==> src/rtl/dmem_pkg.sv <==
// Shared definitions for the data-memory access controller: mem_op field
// positions, funct3 encodings, the FSM state type and small helpers for
// access size, byte enables and store lane placement.
package dmem_pkg;

  // mem_op field positions
  localparam int OP_VALID = 4;
  localparam int OP_STORE = 3;
  localparam int OP_F3_HI = 2;
  localparam int OP_F3_LO = 0;

  // Load funct3 encodings
  localparam logic [2:0] F3_LB  = 3'b000;
  localparam logic [2:0] F3_LH  = 3'b001;
  localparam logic [2:0] F3_LW  = 3'b010;
  localparam logic [2:0] F3_LBU = 3'b100;
  localparam logic [2:0] F3_LHU = 3'b101;

  // Store funct3 encodings
  localparam logic [2:0] F3_SB = 3'b000;
  localparam logic [2:0] F3_SH = 3'b001;
  localparam logic [2:0] F3_SW = 3'b010;

  // Access size, taken from funct3[1:0]; the unused code 2'b11 behaves as a word
  localparam logic [1:0] SZ_BYTE = 2'b00;
  localparam logic [1:0] SZ_HALF = 2'b01;

  typedef enum logic [1:0] {
    ST_IDLE = 2'b00,
    ST_REQ  = 2'b01,
    ST_RESP = 2'b10,
    ST_DONE = 2'b11
  } state_t;

  // A halfword must sit on an even address, a word on a multiple of four.
  function automatic logic is_misaligned(input logic [1:0] size, input logic [1:0] offset);
    logic mis;
    case (size)
      SZ_BYTE: mis = 1'b0;
      SZ_HALF: mis = offset[0];
      default: mis = (offset != 2'b00);
    endcase
    return mis;
  endfunction

  // Byte enables for an aligned access of the given size at the given offset.
  function automatic logic [3:0] byte_en(input logic [1:0] size, input logic [1:0] offset);
    logic [3:0] be;
    case (size)
      SZ_BYTE: be = 4'b0001 << offset;
      SZ_HALF: be = 4'b0011 << offset;
      default: be = 4'b1111;
    endcase
    return be;
  endfunction

  // Store data replicated across the word so every enabled lane carries it.
  function automatic logic [31:0] lane_data(input logic [1:0] size, input logic [31:0] data);
    logic [31:0] lanes;
    case (size)
      SZ_BYTE: lanes = {4{data[7:0]}};
      SZ_HALF: lanes = {2{data[15:0]}};
      default: lanes = data;
    endcase
    return lanes;
  endfunction

endpackage

==> src/rtl/dmem_access_ctrl_if.sv <==
// Data-memory bus between the access controller (master) and the memory (slave).
//
// Handshake: the master raises dmem_req together with stable dmem_we, dmem_addr,
// dmem_be and dmem_wdata and holds all of them unchanged until the cycle in
// which the slave raises dmem_gnt; the request is accepted at that clock edge
// and dmem_req drops afterwards. For a read, the slave later raises dmem_rvalid
// for exactly one cycle with dmem_rdata valid, no earlier than the cycle after
// the grant. Writes get no response. gnt/rvalid outside an outstanding request
// are ignored by the master.
interface dmem_access_ctrl_if;
  logic        dmem_req;
  logic        dmem_we;
  logic [31:0] dmem_addr;
  logic [3:0]  dmem_be;
  logic [31:0] dmem_wdata;
  logic        dmem_gnt;
  logic        dmem_rvalid;
  logic [31:0] dmem_rdata;

  modport master (
    output dmem_req, dmem_we, dmem_addr, dmem_be, dmem_wdata,
    input  dmem_gnt, dmem_rvalid, dmem_rdata
  );

  modport slave (
    input  dmem_req, dmem_we, dmem_addr, dmem_be, dmem_wdata,
    output dmem_gnt, dmem_rvalid, dmem_rdata
  );
endinterface

==> src/rtl/dmem_load_fmt.sv <==
// Load data formatter: selects the addressed byte or halfword of the read word
// and sign- or zero-extends it according to funct3. Purely combinational.
module dmem_load_fmt
  import dmem_pkg::*;
(
  input  logic [31:0] rdata,
  input  logic [1:0]  offset,
  input  logic [2:0]  funct3,
  output logic [31:0] data
);

  logic [7:0]  byte_sel;
  logic [15:0] half_sel;
  logic        sign_ext;

  // Lane select and extension; funct3[2] marks the unsigned variants
  always_comb begin
    byte_sel = rdata[{offset, 3'b000} +: 8];
    half_sel = offset[1] ? rdata[31:16] : rdata[15:0];
    sign_ext = ~funct3[2];
    data     = rdata;
    case (funct3[1:0])
      SZ_BYTE: data = {{24{sign_ext & byte_sel[7]}}, byte_sel};
      SZ_HALF: data = {{16{sign_ext & half_sel[15]}}, half_sel};
      default: data = rdata;
    endcase
  end

endmodule

==> src/rtl/dmem_access_ctrl.sv <==
// Data-memory access controller for the M1 stage. Accepts one load or store
// at a time, runs it over the req/gnt/rvalid bus, stalls the pipeline while
// it is outstanding and returns formatted load data for writeback.
// Optional feature macro: DMEM_TIMEOUT_EN adds a gnt/rvalid timeout that
// ends the access with a one-cycle bus_err pulse.
module dmem_access_ctrl
  import dmem_pkg::*;
#(
  parameter int TIMEOUT_CYCLES = 64
) (
  input  logic                      clk,
  input  logic                      nrst,
  input  logic [4:0]                mem_op,
  input  logic [31:0]               addr,
  input  logic [31:0]               wdata,
  input  logic                      flush,
  output logic                      stall,
  output logic                      misalign,
  output logic [31:0]               load_data,
  output logic                      load_valid,
  output logic                      bus_err,
  dmem_access_ctrl_if.master        dmem,
  output state_t                    dbg_state
);

  state_t      state;
  logic        we_q;
  logic [29:0] addr_q;
  logic [1:0]  off_q;
  logic [3:0]  be_q;
  logic [31:0] wdata_q;
  logic [2:0]  f3_q;
  logic        kill_q;
  logic        req_q;
  logic [31:0] load_data_q;
  logic        load_valid_q;
  logic        bus_err_q;

  logic [1:0]  op_size;
  logic        op_misaligned;
  logic        accept;
  logic [31:0] fmt_data;

`ifdef DMEM_TIMEOUT_EN
  localparam int CNT_W = (TIMEOUT_CYCLES > 2) ? $clog2(TIMEOUT_CYCLES) : 1;
  localparam logic [CNT_W-1:0] CNT_LAST = CNT_W'(TIMEOUT_CYCLES - 1);
  logic [CNT_W-1:0] wait_cnt;
  logic             wait_expired;
  assign wait_expired = (wait_cnt == CNT_LAST);
`endif

  // Decode of the M1 op; only meaningful while the FSM sits in IDLE
  always_comb begin
    op_size       = mem_op[OP_F3_LO +: 2];
    op_misaligned = is_misaligned(op_size, addr[1:0]);
    accept        = nrst & (state == ST_IDLE) & mem_op[OP_VALID] & ~flush & ~op_misaligned;
    misalign      = (state == ST_IDLE) & mem_op[OP_VALID] & op_misaligned;
    // The accept cycle stalls combinationally so M1 holds the op into REQ
    stall         = accept | (state == ST_REQ) | (state == ST_RESP);
  end

  dmem_load_fmt u_load_fmt (
    .rdata  (dmem.dmem_rdata),
    .offset (off_q),
    .funct3 (f3_q),
    .data   (fmt_data)
  );

  // Access sequencer: IDLE -> REQ -> (RESP for loads) -> DONE -> IDLE
  always_ff @(posedge clk or negedge nrst) begin
    if (!nrst) begin
      state        <= ST_IDLE;
      we_q         <= 1'b0;
      addr_q       <= '0;
      off_q        <= '0;
      be_q         <= '0;
      wdata_q      <= '0;
      f3_q         <= '0;
      kill_q       <= 1'b0;
      req_q        <= 1'b0;
      load_data_q  <= '0;
      load_valid_q <= 1'b0;
      bus_err_q    <= 1'b0;
`ifdef DMEM_TIMEOUT_EN
      wait_cnt     <= '0;
`endif
    end else begin
      load_valid_q <= 1'b0;
      bus_err_q    <= 1'b0;
      case (state)
        ST_IDLE: begin
          if (accept) begin
            state   <= ST_REQ;
            we_q    <= mem_op[OP_STORE];
            addr_q  <= addr[31:2];
            off_q   <= addr[1:0];
            be_q    <= byte_en(op_size, addr[1:0]);
            wdata_q <= lane_data(op_size, wdata);
            f3_q    <= mem_op[OP_F3_HI:OP_F3_LO];
            kill_q  <= 1'b0;
            req_q   <= 1'b1;
`ifdef DMEM_TIMEOUT_EN
            wait_cnt <= '0;
`endif
          end
        end
        ST_REQ: begin
          if (flush) kill_q <= 1'b1;
          if (dmem.dmem_gnt) begin
            req_q <= 1'b0;
            state <= we_q ? ST_DONE : ST_RESP;
`ifdef DMEM_TIMEOUT_EN
            wait_cnt <= '0;
`endif
          end
`ifdef DMEM_TIMEOUT_EN
          else if (wait_expired) begin
            req_q     <= 1'b0;
            bus_err_q <= 1'b1;
            state     <= ST_DONE;
          end else begin
            wait_cnt <= wait_cnt + 1'b1;
          end
`endif
        end
        ST_RESP: begin
          if (flush) kill_q <= 1'b1;
          if (dmem.dmem_rvalid) begin
            load_data_q  <= fmt_data;
            // A flush arriving with rvalid still kills the writeback
            load_valid_q <= ~(kill_q | flush);
            state        <= ST_DONE;
          end
`ifdef DMEM_TIMEOUT_EN
          else if (wait_expired) begin
            bus_err_q <= 1'b1;
            state     <= ST_DONE;
          end else begin
            wait_cnt <= wait_cnt + 1'b1;
          end
`endif
        end
        default: begin
          state <= ST_IDLE;
        end
      endcase
    end
  end

  // Bus and result outputs come straight from registers
  always_comb begin
    dmem.dmem_req   = req_q;
    dmem.dmem_we    = we_q;
    dmem.dmem_addr  = {addr_q, 2'b00};
    dmem.dmem_be    = be_q;
    dmem.dmem_wdata = wdata_q;
    load_data       = load_data_q;
    load_valid      = load_valid_q;
`ifdef DMEM_TIMEOUT_EN
    bus_err         = bus_err_q;
`else
    bus_err         = 1'b0;
`endif
    dbg_state       = state;
  end

`ifndef DMEM_TIMEOUT_EN
  // Without the timeout the error flag stays at its reset value; keep it tied off
  logic unused_bus_err;
  assign unused_bus_err = bus_err_q;
`endif

endmodule

==> src/flat_wrapper.sv <==
// flat-port wrapper written by rule: the top's interface ports become plain ports
module dmem_access_ctrl_flat import dmem_pkg::*;
#(
  parameter int TIMEOUT_CYCLES = 64
)
  (clk, nrst, mem_op, addr, wdata, flush, stall, misalign, load_data, load_valid, bus_err, dbg_state, dmem_dmem_req, dmem_dmem_we, dmem_dmem_addr, dmem_dmem_be, dmem_dmem_wdata, dmem_dmem_gnt, dmem_dmem_rvalid, dmem_dmem_rdata);
  dmem_access_ctrl_if dmem_i ();
  input  logic clk;
  input  logic nrst;
  input  logic [4:0] mem_op;
  input  logic [31:0] addr;
  input  logic [31:0] wdata;
  input  logic flush;
  output logic stall;
  output logic misalign;
  output logic [31:0] load_data;
  output logic load_valid;
  output logic bus_err;
  output state_t dbg_state;
  output wire logic [$bits(dmem_i.dmem_req)-1:0] dmem_dmem_req;
  output wire logic [$bits(dmem_i.dmem_we)-1:0] dmem_dmem_we;
  output wire logic [$bits(dmem_i.dmem_addr)-1:0] dmem_dmem_addr;
  output wire logic [$bits(dmem_i.dmem_be)-1:0] dmem_dmem_be;
  output wire logic [$bits(dmem_i.dmem_wdata)-1:0] dmem_dmem_wdata;
  input wire logic [$bits(dmem_i.dmem_gnt)-1:0] dmem_dmem_gnt;
  input wire logic [$bits(dmem_i.dmem_rvalid)-1:0] dmem_dmem_rvalid;
  input wire logic [$bits(dmem_i.dmem_rdata)-1:0] dmem_dmem_rdata;
  assign dmem_dmem_req = dmem_i.dmem_req;
  assign dmem_dmem_we = dmem_i.dmem_we;
  assign dmem_dmem_addr = dmem_i.dmem_addr;
  assign dmem_dmem_be = dmem_i.dmem_be;
  assign dmem_dmem_wdata = dmem_i.dmem_wdata;
  assign dmem_i.dmem_gnt = dmem_dmem_gnt;
  assign dmem_i.dmem_rvalid = dmem_dmem_rvalid;
  assign dmem_i.dmem_rdata = dmem_dmem_rdata;
  dmem_access_ctrl #(.TIMEOUT_CYCLES(TIMEOUT_CYCLES)) u_core (.clk(clk), .nrst(nrst), .mem_op(mem_op), .addr(addr), .wdata(wdata), .flush(flush), .stall(stall), .misalign(misalign), .load_data(load_data), .load_valid(load_valid), .bus_err(bus_err), .dmem(dmem_i), .dbg_state(dbg_state));
endmodule
==> config.mk <==
export PLATFORM = sky130hd
export DESIGN_NAME = dmem_access_ctrl_flat
export DESIGN_NICKNAME = d
export VERILOG_FILES = /design/src/rtl/dmem_pkg.sv /design/src/rtl/dmem_access_ctrl_if.sv /design/src/rtl/dmem_load_fmt.sv /design/src/rtl/dmem_access_ctrl.sv /design/src/flat_wrapper.sv
export SDC_FILE = /design/constraint.sdc
export NUM_CORES = 1
export LEC_CHECK = 0
export CORE_MARGIN = 2
export CORE_UTILIZATION = 40
export CTS_CLUSTER_DIAMETER = 30
export DETAILED_ROUTE_END_ITERATION = 8
export HOLD_SLACK_MARGIN = 0.03
export PLACE_DENSITY = 0.88
export SYNTH_ARGS = -nofsm -noshare
export SYNTH_HDL_FRONTEND = slang
export SYNTH_HIERARCHICAL = 1
export SYNTH_SLANG_ARGS = --single-unit
export TNS_END_PERCENT = 50
==> constraint.sdc <==
create_clock -name clk -period 2.26 [get_ports clk]
set_input_delay 0.678 -clock clk [delete_from_list [all_inputs] [get_ports clk]]
set_output_delay 0.678 -clock clk [all_outputs]
set_load 0.01 [all_outputs]
==> qor.csv <==
stage,metric,value,unit
floorplanning,IO Count,214,
critical_path,Setup Crit Path Kind,input port to primary output,
global_route,initial antenna violation count,1,
logic_synthesis,Async SR Flop Fraction,1.00,
clocking,CTS sink count,109,
placed_design,final RePlAce weighted congestion,0.873,
logic_synthesis,Yosys cell types,56,
sta,Tcrit/Tclk final,1.01,
power,leakage power,0.00366,uW
sta,Slew Limit Fails,0,
critical_path,CP Launch Type,input port,
sta,min Tclk post-route,2.28,ns
final_layout,layout cell share with drive strength beyond 1,0.268,
floorplanning,Starting Density,0.405,
sta,clk_skew,0.00633,ns
final_layout,nets,791,
critical_path,critical path arrival,1.60,ns
logic_synthesis,Synth Flop Type,dfrtp_1,
logic_synthesis,most frequent cell after synthesis,dfrtp_1,
drt,DRC Markers,0,
min_path,Hold WC Path Type,flip-flop to flip-flop,
clocking,clk slew on worst S/H paths,0.08,ns
critical_path,critical path capture point type,primary output,
outcome,status,"finished, violations left",
drt,final WL,16300,um
power,Peak VDD IR,558,uV
floorplanning,die width,122,um
sta,post-route worst setup slack,-0.0177,ns
clocking,CTS HTree Levels,3,
clocking,clock root buffer,clkbuf_16,
logic_synthesis,"FF+latch count, synth",109,
global_route,first-pass GRT wire length,25200,um
drt,DRT iter0 DRCs,210,
global_route,overall global routing resource usage,0.221,
power,PD cells,1260,nW/um2
critical_path,required time of the critical path,1.58,ns
logic_synthesis,"Avg Cell Area, Syn",12.4,um2
run,max-cap violation count,0,
placed_design,pre-CTS setup slack,-0.759,ns
drt,post-DR vias/cell,5.29,
logic_synthesis,post-synthesis cell count,449,
sta,RSZ-0062 raised after global routing,true,
sta,max_slew headroom,0.433,
global_route,largest net degree at the start of global routing,57,
global_route,vias in the first global route,4831,
clocking,"Clk Latency, worst-skew pair",0.35,ns
sta,Final Hold Fails,0,
drt,routed vias,4590,
floorplanning,core area,13700,um2
final_layout,Finished Cell Area,8300,um2
clocking,total CTS buffers,9,
sta,Final Setup Violations,1,
logic_synthesis,Post-Syn Area,5550,um2
final_layout,P&R area growth vs syn,49.4,%
drt,TritonRoute pass-1 iters,5,
clocking,clock tree from TritonCTS,done,
logic_synthesis,dominant cell type by area after synthesis,dfrtp_1,
logic_synthesis,register area share after synthesis,0.491,
sta,worst-margin pin slew,0.851,ns
floorplanning,row count,43,
drt,drt wl/cell,18.8,um
drt,ANT nets after route,0,
logic_synthesis,yosys warns,6,
logic_synthesis,Commonest cells post-synth,"dfrtp_1, mux2_2, nand2_1, mux2_4, mux2i_1",
floorplanning,Die Ht,122,um
global_route,Congestion Overflow GR,0,
logic_synthesis,synth top area cells,"dfrtp_1, mux2_2, mux2_4",
sta,Max Fclk,439,MHz
placed_design,dpl cell area,7970,um2
logic_synthesis,Post-synth EDFFs,0,
clocking,"Hold-fix buffers, CTS",0,
outcome,failing checks,negative setup slack,
placed_design,number of port buffers,210,
clocking,Longest Clk Path Bufs,2,
floorplanning,die area,14800,um2
placed_design,HPWL Detailed,12100,um
logic_synthesis,top-area cell type share of the netlist area,0.491,
critical_path,"Max FO, Critical Path",2,
metrics by stage:
stage | TNS [ns] | total power [uW] | std cells | hold WS (ns) | util
floorplan | -0.0263 | 6090 | 451 | 0.382 | -
global placement | -37.96 | 8650 | 848 | 0.450 | 0.581
detailed placement | -42.34 | 8880 | 848 | 0.452 | 0.581
CTS | -0.0182 | 10500 | 866 | 0.467 | 0.605
global route | -0.337 | 11000 | 866 | 0.490 | 0.605
finish | -0.0177 | 10400 | 867 | 0.470 | 0.605
critical path, cell delays in order:
cell	delay (ns)
dlygate4sd2_1	0.30
nand4b_4	0.13
a21oi_4	0.04
or3_4	0.32
buf_6	0.13
flip-flops by register name, indices dropped and copies added, names as in the netlist:
| name | count |
|---|---|
| u_core/dbg_state | 2 |
| u_core/kill_q | 1 |
| u_core/load_valid | 1 |
| u_core/dmem.dmem_wdata | 32 |
| u_core/dmem.dmem_we | 1 |
| u_core/dmem.dmem_req | 1 |
| u_core/dmem.dmem_be | 4 |
| u_core/f3_q | 3 |
| u_core/load_data | 32 |
| u_core/off_q | 2 |
| u_core/addr_q | 30 |
cell usage in the layout, fill, tap and decap left out, types with 3 or more instances in the layout:
cell / synthesis / routed
mux2_4: 31 / 31
nand2_1: 67 / 67
o21ai_1: 3 / 3
clkdlybuf4s50_1: 0 / 201
a21o_1: 4 / 4
mux2i_1: 11 / 11
buf_4: 9 / 38
mux2_1: 6 / 6
buf_6: 3 / 3
dlygate4sd2_1: 0 / 3
o22a_1: 3 / 3
conb_1: 1 / 3
nor2b_1: 8 / 8
nor2_1: 9 / 8
a221o_1: 9 / 9
clkbuf_16: 0 / 9
a21oi_1: 6 / 6
inv_1: 8 / 6
dfrtp_1: 109 / 109
a22oi_1: 5 / 5
o21ai_0: 10 / 10
a2bb2oi_1: 4 / 4
mux2_2: 79 / 79
nand2b_1: 6 / 6
final cells by class:
| type | instances | area [um2] |
|---|---|---|
| fillers | 1064 | 5420 |
| flip-flops and latches | 109 | 2730 |
| multi-input cells | 303 | 2630 |
| repair buffers | 250 | 2410 |
| clock buffers | 10 | 229 |
| well taps | 180 | 225 |
| clock inverters | 6 | 47.5 |
| inverters | 8 | 30.0 |
| diodes | 1 | 2.50 |
kinds of logic after synthesis:
group / after synthesis / synth area share
multiplexers: 127 / 0.276
other: 1 / 0.000675
adder cells (fa/ha/maj): 4 / 0.00901
flip-flops: 109 / 0.491
AO/OA/AOI/OAI: 65 / 0.0874
buffers and inverters: 39 / 0.0466
AND/OR/NAND/NOR: 104 / 0.0892
layer usage:
metal / wire [um] / global-route usage / part of all wire / vias to the layer above
met1: 6030 / 0.248 / 0.37 / 2246
met3: 1660 / 0.0698 / 0.10 / 39
met5: 0 / 0 / 0 / -
met2: 8120 / 0.385 / 0.50 / 235
li1: - / - / - / 2070
met4: 488 / 0.0955 / 0.030 / 0
worst paths after layout:
path / start / to / slack, ns / cells past startpoint
min reg2reg: u_core/kill_q / u_core/load_valid / 0.47 / 1
max: mem_op[4] / stall / -0.02 / 5
max reg2reg: u_core/dbg_state[0] / u_core/dmem.dmem_wdata[26] / 0.07 / 6
min in group asynchronous: nrst / u_core/dbg_state[0] / 0.60 / 3
max in group asynchronous: nrst / u_core/dmem.dmem_wdata[1] / 1.14 / 3
min: u_core/kill_q / u_core/load_valid / 0.47 / 1
where the power goes:
group / total (uW) / switching [uW] / internal, uW
Clock: 1490 / 733 / 759
Sequential: 3500 / 606 / 2890
Combinational: 5420 / 2180 / 3250
Total: 10400 / 3510 / 6900
repair_timing:
action                     CTS  global route
setup buffers                2             0
pin swaps                    2             0
setup endpoints to repair   58            23
gates resized for setup     32             1
cloned                       0             0
No activity file was read; power rests on OpenSTA's default activity.
